<file path="config.mk">
export PLATFORM = sky130hd
export DESIGN_NAME = chirp_sequencer_flat
export DESIGN_NICKNAME = d
export VERILOG_FILES = /design/src/rtl/chirp_pkg.sv /design/src/rtl/chirp_sequencer_if.sv /design/src/rtl/chirp_sequencer_req_ack_src.sv /design/src/rtl/chirp_sequencer.sv /design/src/flat_wrapper.sv
export SDC_FILE = /design/constraint.sdc
export NUM_CORES = 1
export LEC_CHECK = 0
export ABC_AREA = 1
export CORE_ASPECT_RATIO = 0.7
export CORE_MARGIN = 4
export CORE_UTILIZATION = 52
export DETAILED_ROUTE_END_ITERATION = 8
export PLACE_DENSITY = 0.86
export SLEW_MARGIN = 20
export SYNTH_ARGS = -nofsm -noshare
export SYNTH_HDL_FRONTEND = slang
export SYNTH_SLANG_ARGS = --single-unit
</file>
<file path="constraint.sdc">
create_clock -name clk_48 -period 9.3 [get_ports clk_48]
set_clock_uncertainty 0.2 [all_clocks]
set_input_delay 2.79 -clock clk_48 [delete_from_list [all_inputs] [get_ports clk_48]]
set_output_delay 2.79 -clock clk_48 [all_outputs]
set_load 0.01 [all_outputs]
</file>
<file path="src/rtl/chirp_pkg.sv">
// Shared types, widths and helpers for the chirp sequencer and its handshake source.
package chirp_pkg;

  localparam int FREQ_W = 48;
  localparam int RATE_W = 32;
  localparam int CNT_W  = 16;

  // Smallest programmable phase lengths, in clk_48 cycles.
  localparam logic [RATE_W-1:0] MIN_GAP = 32'd2;
  localparam logic [RATE_W-1:0] MIN_LEN = 32'd1;

  // Sequencer states.
  typedef enum logic [2:0] {
    IDLE     = 3'd0,
    LOAD_REQ = 3'd1,
    LOAD_REL = 3'd2,
    READY    = 3'd3,
    RUN      = 3'd4,
    GAP      = 3'd5
  } seq_state_t;

  // Source-side 4-phase handshake states.
  typedef enum logic [1:0] {
    HS_IDLE = 2'd0,
    HS_REQ  = 2'd1,
    HS_REL  = 2'd2
  } hs_state_t;

  // Raise a phase length to its minimum, then return it minus one so the
  // phase counter (which starts at 0) can terminate on an equality compare.
  function automatic logic [RATE_W-1:0] clamp_m1(input logic [RATE_W-1:0] value,
                                                 input logic [RATE_W-1:0] min_value);
    logic [RATE_W-1:0] clamped;
    if (value < min_value) begin
      clamped = min_value;
    end else begin
      clamped = value;
    end
    return clamped - 32'd1;
  endfunction

endpackage

</file>
<file path="src/rtl/chirp_sequencer_if.sv">
// DDS-side bus: parameter words, run gate and the 4-phase REQ/ACK pair.
interface chirp_sequencer_if;
  import chirp_pkg::*;

  logic              REQ;
  logic              ACK;
  logic [FREQ_W-1:0] DDS_freq;
  logic [FREQ_W-1:0] DDS_delta_freq;
  logic [RATE_W-1:0] DDS_delta_rate;
  logic              start;

  // Sequencer side: drives parameters, REQ and start.
  modport master (
    output REQ,
    output DDS_freq,
    output DDS_delta_freq,
    output DDS_delta_rate,
    output start,
    input  ACK
  );

  // DDS side: consumes parameters and answers with ACK.
  modport slave (
    input  REQ,
    input  DDS_freq,
    input  DDS_delta_freq,
    input  DDS_delta_rate,
    input  start,
    output ACK
  );

endinterface

</file>
<file path="src/rtl/chirp_sequencer_req_ack_src.sv">
// Source side of a 4-phase REQ/ACK handshake. REQ is registered; xfer_done
// flags the cycle in which the released ACK is seen so the caller can leave
// its load phase on the same edge.
module req_ack_src
  import chirp_pkg::*;
(
  input  logic clk,
  input  logic rst,
  input  logic go,
  input  logic ACK,
  output logic REQ,
  output logic xfer_done
);

  hs_state_t state_r;
  hs_state_t state_next_s;
  logic      req_r;

  // Next-state decode for the handshake phases.
  always_comb begin
    state_next_s = state_r;
    xfer_done    = 1'b0;
    case (state_r)
      HS_IDLE: begin
        if (go) begin
          state_next_s = HS_REQ;
        end else begin
          state_next_s = HS_IDLE;
        end
      end
      HS_REQ: begin
        if (ACK) begin
          state_next_s = HS_REL;
        end else begin
          state_next_s = HS_REQ;
        end
      end
      HS_REL: begin
        if (!ACK) begin
          state_next_s = HS_IDLE;
          xfer_done    = 1'b1;
        end else begin
          state_next_s = HS_REL;
        end
      end
      default: begin
        state_next_s = HS_IDLE;
      end
    endcase
  end

  // State register and registered REQ, derived from the next state.
  always_ff @(posedge clk) begin
    if (rst) begin
      state_r <= HS_IDLE;
      req_r   <= 1'b0;
    end else begin
      state_r <= state_next_s;
      req_r   <= (state_next_s == HS_REQ);
    end
  end

  assign REQ = req_r;

endmodule

</file>
<file path="src/rtl/chirp_sequencer.sv">
// Chirp sequencer: latches a DDS parameter set, hands it over with a 4-phase
// REQ/ACK transfer, then gates the DDS with bursts of start pulses of
// programmed length, gap and count. All outputs are registered.
module chirp_sequencer
  import chirp_pkg::*;
(
  input  logic              clk_48,
  input  logic              rst,
  input  logic              cfg_wr,
  input  logic [FREQ_W-1:0] cfg_freq,
  input  logic [FREQ_W-1:0] cfg_delta_freq,
  input  logic [RATE_W-1:0] cfg_delta_rate,
  input  logic [RATE_W-1:0] cfg_len,
  input  logic [RATE_W-1:0] cfg_gap,
  input  logic [CNT_W-1:0]  cfg_count,
  input  logic              arm,
  input  logic              abort,
  chirp_sequencer_if.master bus,
  output logic              ready,
  output logic              busy,
  output logic              done,
  output logic              cfg_rej,
  output logic [CNT_W-1:0]  pulse_cnt
);

  seq_state_t        state_r;
  seq_state_t        state_next_s;

  logic [FREQ_W-1:0] dds_freq_r;
  logic [FREQ_W-1:0] dds_delta_freq_r;
  logic [RATE_W-1:0] dds_delta_rate_r;
  logic [RATE_W-1:0] len_m1_r;
  logic [RATE_W-1:0] gap_m1_r;
  logic [CNT_W-1:0]  count_r;

  logic [RATE_W-1:0] cnt_r;
  logic [RATE_W-1:0] cnt_next_s;
  logic [CNT_W-1:0]  pulse_cnt_r;
  logic [CNT_W-1:0]  pulse_cnt_inc_s;
  logic [CNT_W-1:0]  pulse_cnt_next_s;

  logic              accept_cfg_s;
  logic              reject_cfg_s;
  logic              done_s;

  logic              start_r;
  logic              ready_r;
  logic              busy_r;
  logic              done_r;
  logic              cfg_rej_r;

  logic              req_s;
  logic              xfer_done_s;

  req_ack_src u_req_ack_src (
    .clk       (clk_48),
    .rst       (rst),
    .go        (accept_cfg_s),
    .ACK       (bus.ACK),
    .REQ       (req_s),
    .xfer_done (xfer_done_s)
  );

  // Sequencer next state, event decode and counter next values.
  always_comb begin
    state_next_s     = state_r;
    accept_cfg_s     = 1'b0;
    reject_cfg_s     = 1'b0;
    done_s           = 1'b0;
    pulse_cnt_next_s = pulse_cnt_r;

    // Saturating increment keeps continuous bursts from wrapping the count.
    if (pulse_cnt_r == {CNT_W{1'b1}}) begin
      pulse_cnt_inc_s = pulse_cnt_r;
    end else begin
      pulse_cnt_inc_s = pulse_cnt_r + 16'd1;
    end

    case (state_r)
      IDLE: begin
        if (cfg_wr) begin
          accept_cfg_s = 1'b1;
          state_next_s = LOAD_REQ;
        end else begin
          state_next_s = IDLE;
        end
      end
      LOAD_REQ: begin
        reject_cfg_s = cfg_wr;
        if (bus.ACK) begin
          state_next_s = LOAD_REL;
        end else begin
          state_next_s = LOAD_REQ;
        end
      end
      LOAD_REL: begin
        reject_cfg_s = cfg_wr;
        if (xfer_done_s) begin
          state_next_s = READY;
        end else begin
          state_next_s = LOAD_REL;
        end
      end
      READY: begin
        // A new load takes priority over arming; abort has no effect here.
        if (cfg_wr) begin
          accept_cfg_s = 1'b1;
          state_next_s = LOAD_REQ;
        end else if (arm) begin
          pulse_cnt_next_s = {CNT_W{1'b0}};
          state_next_s     = RUN;
        end else begin
          state_next_s = READY;
        end
      end
      RUN: begin
        reject_cfg_s = cfg_wr;
        if (abort) begin
          state_next_s = READY;
        end else if (cnt_r == len_m1_r) begin
          pulse_cnt_next_s = pulse_cnt_inc_s;
          if ((count_r != 16'd0) && (pulse_cnt_inc_s == count_r)) begin
            done_s       = 1'b1;
            state_next_s = READY;
          end else begin
            state_next_s = GAP;
          end
        end else begin
          state_next_s = RUN;
        end
      end
      GAP: begin
        reject_cfg_s = cfg_wr;
        if (abort) begin
          state_next_s = READY;
        end else if (cnt_r == gap_m1_r) begin
          state_next_s = RUN;
        end else begin
          state_next_s = GAP;
        end
      end
      default: begin
        state_next_s = IDLE;
      end
    endcase

    // The phase counter restarts on every state change and only counts
    // while a RUN or GAP phase continues.
    if ((state_next_s == state_r) && ((state_r == RUN) || (state_r == GAP))) begin
      cnt_next_s = cnt_r + 32'd1;
    end else begin
      cnt_next_s = 32'd0;
    end
  end

  // State, parameter latches, counters and registered status outputs.
  always_ff @(posedge clk_48) begin
    if (rst) begin
      state_r          <= IDLE;
      dds_freq_r       <= 48'd0;
      dds_delta_freq_r <= 48'd0;
      dds_delta_rate_r <= 32'd0;
      len_m1_r         <= 32'd0;
      gap_m1_r         <= 32'd1;
      count_r          <= 16'd0;
      cnt_r            <= 32'd0;
      pulse_cnt_r      <= 16'd0;
      start_r          <= 1'b0;
      ready_r          <= 1'b0;
      busy_r           <= 1'b0;
      done_r           <= 1'b0;
      cfg_rej_r        <= 1'b0;
    end else begin
      state_r <= state_next_s;
      // Parameters only move on an accepted write, which can never happen
      // while start is high.
      if (accept_cfg_s) begin
        dds_freq_r       <= cfg_freq;
        dds_delta_freq_r <= cfg_delta_freq;
        dds_delta_rate_r <= cfg_delta_rate;
        len_m1_r         <= clamp_m1(cfg_len, MIN_LEN);
        gap_m1_r         <= clamp_m1(cfg_gap, MIN_GAP);
        count_r          <= cfg_count;
      end else begin
        dds_freq_r       <= dds_freq_r;
        dds_delta_freq_r <= dds_delta_freq_r;
        dds_delta_rate_r <= dds_delta_rate_r;
        len_m1_r         <= len_m1_r;
        gap_m1_r         <= gap_m1_r;
        count_r          <= count_r;
      end
      cnt_r       <= cnt_next_s;
      pulse_cnt_r <= pulse_cnt_next_s;
      start_r     <= (state_next_s == RUN);
      ready_r     <= (state_next_s == READY);
      busy_r      <= (state_next_s == LOAD_REQ) || (state_next_s == LOAD_REL) ||
                     (state_next_s == RUN) || (state_next_s == GAP);
      done_r      <= done_s;
      cfg_rej_r   <= reject_cfg_s;
    end
  end

  assign bus.REQ            = req_s;
  assign bus.DDS_freq       = dds_freq_r;
  assign bus.DDS_delta_freq = dds_delta_freq_r;
  assign bus.DDS_delta_rate = dds_delta_rate_r;
  assign bus.start          = start_r;

  assign ready     = ready_r;
  assign busy      = busy_r;
  assign done      = done_r;
  assign cfg_rej   = cfg_rej_r;
  assign pulse_cnt = pulse_cnt_r;

endmodule

</file>
<file path="src/flat_wrapper.sv">
// flat-port wrapper written by rule: the top's interface ports become plain ports
module chirp_sequencer_flat import chirp_pkg::*;
  (clk_48, rst, cfg_wr, cfg_freq, cfg_delta_freq, cfg_delta_rate, cfg_len, cfg_gap, cfg_count, arm, abort, ready, busy, done, cfg_rej, pulse_cnt, bus_REQ, bus_DDS_freq, bus_DDS_delta_freq, bus_DDS_delta_rate, bus_start, bus_ACK);
  chirp_sequencer_if bus_i ();
  input  logic clk_48;
  input  logic rst;
  input  logic cfg_wr;
  input  logic [FREQ_W-1:0] cfg_freq;
  input  logic [FREQ_W-1:0] cfg_delta_freq;
  input  logic [RATE_W-1:0] cfg_delta_rate;
  input  logic [RATE_W-1:0] cfg_len;
  input  logic [RATE_W-1:0] cfg_gap;
  input  logic [CNT_W-1:0] cfg_count;
  input  logic arm;
  input  logic abort;
  output logic ready;
  output logic busy;
  output logic done;
  output logic cfg_rej;
  output logic [CNT_W-1:0] pulse_cnt;
  output wire logic [$bits(bus_i.REQ)-1:0] bus_REQ;
  output wire logic [$bits(bus_i.DDS_freq)-1:0] bus_DDS_freq;
  output wire logic [$bits(bus_i.DDS_delta_freq)-1:0] bus_DDS_delta_freq;
  output wire logic [$bits(bus_i.DDS_delta_rate)-1:0] bus_DDS_delta_rate;
  output wire logic [$bits(bus_i.start)-1:0] bus_start;
  input wire logic [$bits(bus_i.ACK)-1:0] bus_ACK;
  assign bus_REQ = bus_i.REQ;
  assign bus_DDS_freq = bus_i.DDS_freq;
  assign bus_DDS_delta_freq = bus_i.DDS_delta_freq;
  assign bus_DDS_delta_rate = bus_i.DDS_delta_rate;
  assign bus_start = bus_i.start;
  assign bus_i.ACK = bus_ACK;
  chirp_sequencer u_core (.clk_48(clk_48), .rst(rst), .cfg_wr(cfg_wr), .cfg_freq(cfg_freq), .cfg_delta_freq(cfg_delta_freq), .cfg_delta_rate(cfg_delta_rate), .cfg_len(cfg_len), .cfg_gap(cfg_gap), .cfg_count(cfg_count), .arm(arm), .abort(abort), .bus(bus_i), .ready(ready), .busy(busy), .done(done), .cfg_rej(cfg_rej), .pulse_cnt(pulse_cnt));
endmodule
</file>
==> results of run 1 <==
## flip-flops by register name (all words and copies together), names as in the netlist, 16 cells and up
name / flops
u_core.count_r: 16
u_core.bus.DDS_delta_rate: 32
u_core.bus.DDS_freq: 48
u_core.len_m1_r: 32
u_core.bus.DDS_delta_freq: 48
u_core.cnt_r: 32
u_core.pulse_cnt: 16
u_core.gap_m1_r: 32
## routing by layer
| metal | GRT usage | routed length, um |
|---|---|---|
| met1 | 0.407 | 18800 |
| met2 | 0.491 | 20200 |
| met3 | 0.0950 | 4540 |
| met4 | 0.104 | 1430 |
| met5 | 0 | 0 |
## power groups by stage
stage | clock (uW) | combinational, uW | sequential (uW)
2_1_floorplan | 0 | 273 | 1350
3_3_place_gp | 0 | 599 | 1330
3_5_place_dp | 0 | 607 | 1330
4_1_cts | 1170 | 614 | 1310
5_1_grt | 1230 | 681 | 1320
6_report | 1160 | 618 | 1310
## cell usage in the layout (no fill, tap or decap), drive strengths merged, types with 9 or more instances in the layout
cell type      instances
nand3                 78
dfxtp                267
nand2                228
nor3                  35
or2                   13
diode                 16
o22ai                  9
clkbuf                37
nand4                 30
nor4                  17
a21oi                 79
xor2                  64
nor2                 478
o21ai                219
xnor2                 50
clkdlybuf4s50        362
inv                  223
## layout make-up
cell class / count / area share
well taps: 325 / 0.0230
clock buffers: 37 / 0.0442
multi-input cells: 1333 / 0.365
flip-flops and latches: 267 / 0.302
repair buffers: 368 / 0.207
clock inverters: 9 / 0.00869
inverters: 223 / 0.0477
diodes: 16 / 0.00226
## per-stage QoR
step                hold slack, ns  cell area [um2]  power (uW)   util
CTS                          0.257            17700        3100  0.718
floorplan                    0.225            13000        1620      -
global placement             0.233            16700        1930  0.679
detailed placement           0.242            16700        1940  0.679
finish                       0.257            17700        3090  0.719
global route                 0.274            17700        3230  0.719
## kinds of logic (layout without fill, tap and decap cells)
group           after synthesis  count (layout)
buf+inv                     309             637
other cells                   0              16
compound gates              332             332
flops                       267             267
xor+xnor                    114             114
fa+ha+maj                     4               4
simple gates                883             883
## worst min-delay path by stage
stage,end
2_1_floorplan,u_core.u_req_ack_src.REQ
3_3_place_gp,u_core.u_req_ack_src.state_r[0]
3_5_place_dp,u_core.u_req_ack_src.REQ
4_1_cts,u_core.u_req_ack_src.state_r[0]
5_1_grt,u_core.u_req_ack_src.REQ
6_report,u_core.u_req_ack_src.state_r[0]
## worst register-to-register path, cell delays in order, from the launching register on
cell,delay [ns]
dfxtp_1,0.36
inv_1,0.07
nor2_1,0.12
inv_1,0.08
nor2_2,0.67
inv_1,0.25
o21ai_0,0.29
inv_1,0.08
nand2_1,0.58
clkinv_1,0.50
nand3_1,0.19
a21oi_1,0.08
==> flow_summary.json, run 1 <==
{
  "hold_depth": 1,
  "die_y_um": 140,
  "r2r_cells": 11,
  "seq_area_mm2": 0.00535,
  "internal-power_uw": 2240,
  "synth-edff-count": 0,
  "dp_slack_ns": 2.92,
  "rsz0062_at_grt": "false",
  "synth_top_family_by_area": "simple AND/OR/NAND/NOR gates",
  "path_class": "primary input to register",
  "crit_top_cell": "nor2_1",
  "p_comb_frac": 0.200,
  "grt_pass1_wl_um": 69400,
  "critPathRequiredTime_ns": 9.53,
  "drive_gt1_frac": 0.0349,
  "synth_fa_ha_area_frac": 0.00385,
  "synth_compound_area_frac": 0.134,
  "sw_frac_of_total": 0.276,
  "antenna_found_initial": 14,
  "worst_ep_arrival_time_ns": 6.09,
  "drc": 0,
  "vias": 13540,
  "syn-num-nets": 2127,
  "place.gp.congestion": 0.957,
  "path_clk_slew_ns": 0.06,
  "groute.usage.overall": 0.311,
  "fillers": 1995,
  "setup_slack_ns": 3.43,
  "synthXorXnorAreaFrac": 0.0768,
  "yosysTopAreaCellShare": 0.411,
  "yosys_register_bits": 267,
  "final_max_slew_viol_count": 0,
  "wl_per_cell_um": 17.4,
  "critPathLaunch": "cfg_gap[9]",
  "final_cells": 2578,
  "crit_cells": 22,
  "cts_resized": 0,
  "post-route-period-util": 0.631,
  "drtPass1Iterations": 5,
  "clk-insertion-delay-late_ns": 0.54,
  "period_minus_slack_ns": 5.87,
  "cp_max_fo": 5,
  "yosysSeqAreaShare": 0.411,
  "synth-simple-area-share": 0.283,
  "ys.warnings.count": 0,
  "peakVddDrop_mv": 0.182,
  "cp_num_buf_inv": 4,
  "antenna_left": 0,
  "core-area_mm2": 0.0246,
  "avgSynthCellArea_um2": 6.81,
  "crit_family": "simple AND/OR/NAND/NOR gates",
  "htreeDepth": 1,
  "endpoint": "u_core.gap_m1_r[30]",
  "viasPerCell": 5.25,
  "min_path_type": "register to register",
  "drt_iter0_markers": 991,
  "endpoint_kind": "register",
  "cap_violations": 0,
  "fmax_ghz": 0.170,
  "cts_made_buffers": 26,
  "status": "completed",
  "syn2layout_area_growth_pct": 36.2,
  "slowest_delay_ns": 0.46,
  "crit_chain": "clkdlybuf4s50_1 -> nor2_1 -> nand2_1 -> nor2_1 -> nand3_1 -> nor2_1 -> nor2_1 -> inv_1 -> ha_1 -> nand2_1 -> nor2_1 -> inv_1 -> nor3_1 -> nand4_1 -> nor2_1 -> nand2_1 -> nor2_1 -> nand3_1 -> nor2_1 -> xor2_1 -> o21ai_0 -> inv_1",
  "p_per_area_mw_per_mm2": 175,
  "synth.distinct_cells": 44,
  "leakagePower_uw": 0.00719,
  "placed_cells": 2516,
  "tightest_slew_ns": 1.13,
  "synth_common_cells": "472 x nor2_1, 267 x dfxtp_1, 225 x nand2_1, 219 x inv_1, 218 x o21ai_0",
  "routed_wl_um": 44900,
  "power_frac_clock": 0.376,
  "cts_setup_buffers": 0,
  "ios": 364,
  "cts.sinks": 267,
  "switching_power_uw": 852,
  "syn_area_mm2": 0.0130,
  "overflow": 0,
  "hold_path.startpoint": "u_core.u_req_ack_src.state_r[1]",
  "fin_nets": 2437,
  "cp-start-kind": "primary input",
  "port_buffers": 363,
  "dieWidth_um": 197,
  "tritoncts": "yes",
  "yosys.area.top_type": "dfxtp_1",
  "regToRegEndpoint": "u_core.pulse_cnt[5]",
  "place_hpwl_um": 33200,
  "cts.path.max_buffers": 3,
  "row_count": 48,
  "dieArea_mm2": 0.0276,
  "fin_tns_setup_ns": 0,
  "clockRootBuffer": "clkbuf_16",
  "ctsHoldBuffers": 0,
  "grt_pass1_vias": 12785,
  "synth_area_leaders": "dfxtp_1 41%, nor2_1 14%, o21ai_0 8.4%",
  "rrSetupSlack_ns": 5.69,
  "start_util": 0.528,
  "async_reset_ff_frac": 0,
  "slowest_stage": "clkdlybuf4s50_1",
  "r2r_start": "u_core.state_r[2]",
  "setup_viol": 0,
  "syn_inst": 1909,
  "relSlewSlack": 0.248,
  "final_hold_viol_count": 0,
  "synthFlopType": "dfxtp_1",
  "multi_input_area_mm2": 0.00647,
  "synth_mux_area_frac": 0,
  "grt_max_degree": 129,
  "yosysMostFrequentCell": "nor2_1",
  "p_seq_frac": 0.424
}
Note: power is estimated with default switching activity, not from simulation.
==> run 2: changes to the inputs <==
--- a/config.mk
+++ b/config.mk
@@ -8,9 +8,9 @@
 export ABC_AREA = 1
 export CORE_ASPECT_RATIO = 0.7
 export CORE_MARGIN = 4
-export CORE_UTILIZATION = 52
+export CORE_UTILIZATION = 44
 export DETAILED_ROUTE_END_ITERATION = 8
-export PLACE_DENSITY = 0.86
+export PLACE_DENSITY = 0.77
 export SLEW_MARGIN = 20
 export SYNTH_ARGS = -nofsm -noshare
 export SYNTH_HDL_FRONTEND = slang
==> constraint.sdc (replaced) <==
create_clock -name clk_48 -period 5.2 [get_ports clk_48]
set_clock_uncertainty 0.2 [all_clocks]
set_input_delay 1.56 -clock clk_48 [delete_from_list [all_inputs] [get_ports clk_48]]
set_output_delay 1.56 -clock clk_48 [all_outputs]
set_load 0.01 [all_outputs]
==> flow_summary.json, run 2 (same netlist as run 1, synthesis figures left out) <==
{
  "status": "completed",
  "hold_path.startpoint": "u_core.u_req_ack_src.state_r[1]",
  "relSlewSlack": 0.376,
  "hold_end": "u_core.u_req_ack_src.REQ",
  "viasPerCell": 5.12,
  "routed_wl_um": 44200,
  "layout_commonest_cell": "nor2_1",
  "cp_max_fo": 5,
  "wl_per_cell_um": 16.8,
  "path_class": "primary input to register",
  "port_buffers": 363,
  "clk-insertion-delay-late_ns": 0.56,
  "worst_ep_arrival_time_ns": 4.87,
  "grt_pass1_vias": 12653,
  "ios": 364,
  "sw_frac_of_total": 0.277,
  "syn2layout_area_growth_pct": 37.7,
  "internal-power_uw": 4100,
  "groute.usage.overall": 0.260,
  "cap_violations": 0,
  "post-route-period-util": 0.890,
  "min_path_type": "register to register",
  "endpoint_kind": "register",
  "utilization": 0.617,
  "period_minus_slack_ns": 4.63,
  "core-area_mm2": 0.0290,
  "p_comb_frac": 0.195,
  "rrSetupSlack_ns": 2.06,
  "place_area_mm2": 0.0169,
  "overflow": 0,
  "fin_tns_setup_ns": 0,
  "cts_made_buffers": 28,
  "rsz0062_at_grt": "false",
  "place.gp.congestion": 1.02,
  "antenna_found_initial": 4,
  "antenna_left": 0,
  "p_seq_frac": 0.413,
  "cts_setup_buffers": 0,
  "drc": 0,
  "r2r_start": "u_core.pulse_cnt[0]",
  "fin_nets": 2444,
  "route.met3.wl_um": 4300,
  "power_frac_clock": 0.392,
  "grt_pass1_wl_um": 68100,
  "peakVddDrop_mv": 0.248,
  "start_util": 0.448,
  "final_cell_mix": "472 x nor2_1, 362 x clkdlybuf4s50_1, 267 x dfxtp_1",
  "vias": 13453,
  "switching_power_uw": 1570,
  "r2r_cells": 16,
  "clockRootBuffer": "clkbuf_16",
  "dieArea_mm2": 0.0324,
  "ctsHoldBuffers": 0,
  "met1_length_um": 18700,
  "top_layer_used": "met4",
  "final_max_slew_viol_count": 0,
  "dieWidth_um": 213,
  "crit_top_cell": "nor2_1",
  "design_area_mm2": 0.0179,
  "cts_resized": 0,
  "tritoncts": "yes",
  "p_per_area_mw_per_mm2": 317,
  "crit_chain": "clkdlybuf4s50_1 -> nor2_1 -> nand2_1 -> nor2_1 -> nand2_1 -> nor2_1 -> nor2_1 -> inv_1 -> ha_1 -> nand2_1 -> nor2_1 -> inv_1 -> nor3_1 -> nand4_1 -> nor2_1 -> nand2_1 -> nor2_1 -> nand3_1 -> nor2_1 -> xor2_1 -> o21ai_0 -> inv_1",
  "final_hold_viol_count": 0,
  "place_hpwl_um": 32800,
  "wl_met2_um": 20200,
  "grt_max_degree": 231,
  "row_count": 52,
  "tightest_slew_ns": 0.936,
  "die_y_um": 152,
  "power.total_uw": 5670,
  "htreeDepth": 1,
  "hold_depth": 1,
  "hold_slack_ns": 0.267,
  "drtPass1Iterations": 8,
  "path_clk_slew_ns": 0.07,
  "cts.path.max_buffers": 3,
  "setup_viol": 0,
  "drt_iter0_markers": 1187,
  "critPathRequiredTime_ns": 5.44,
  "cp-start-kind": "primary input",
  "fmax_ghz": 0.216,
  "slowest_stage": "clkdlybuf4s50_1",
  "leakagePower_uw": 0.00727,
  "drive_gt1_frac": 0.0405,
  "cts.sinks": 267,
  "slowest_delay_ns": 0.48,
  "regToRegEndpoint": "u_core.cnt_r[21]"
}
[run 2: power by group through the flow]
stage,clock [uW],combinational [uW],sequential [uW]
final,2230,1110,2340
after global routing,2350,1220,2360
after CTS,2260,1100,2340
after detailed placement,0,1100,2380
after global placement,0,1080,2370
after floorplan,0,489,2420
[run 2: worst max path at each step]
| stage | start | endpoint | slack [ns] | cells after the start |
|---|---|---|---|---|
| final | cfg_gap[23] | u_core.gap_m1_r[30] | 0.57 | 22 |
| after global routing | cfg_gap[19] | u_core.gap_m1_r[30] | 0.28 | 22 |
| after CTS | cfg_gap[23] | u_core.gap_m1_r[30] | 0.69 | 22 |
| after detailed placement | cfg_gap[23] | u_core.gap_m1_r[30] | 0.14 | 22 |
| after global placement | cfg_gap[9] | u_core.gap_m1_r[30] | 0.34 | 22 |
| after floorplan | cfg_gap[9] | u_core.gap_m1_r[30] | 1.00 | 21 |
[run 2: final cells by class]
cell class / count / area (um2)
fillers: 2546 / 11100
multi-input cells: 1333 / 6470
flip-flops and latches: 267 / 5350
repair buffers: 373 / 3730
inverters: 223 / 845
clock buffers: 35 / 798
well taps: 378 / 473
clock inverters: 17 / 229
diodes: 4 / 10.0
[run 2: metal layers]
layer  vias to the layer above  global-route usage
met5                         -                   0
met4                         0              0.0621
met3                        63              0.0831
met2                       521               0.418
met1                      6145               0.343
li1                       6724                   -
[run 2: worst max-delay path: cells and delay by family]
kind	cells	cell delay, ns
xor+xnor	1	0.08
fa+ha+maj	1	0.14
simple gates	15	2.23
compound gates	1	0.14
buf+inv	4	0.70
[run 2: per-stage QoR]
step / instances / worst slack, ns
5_1_grt: 2630 / 0.275
3_3_place_gp: 2574 / 0.344
4_1_cts: 2626 / 0.689
3_5_place_dp: 2574 / 0.139
2_1_floorplan: 1909 / 1.00
6_report: 2630 / 0.571
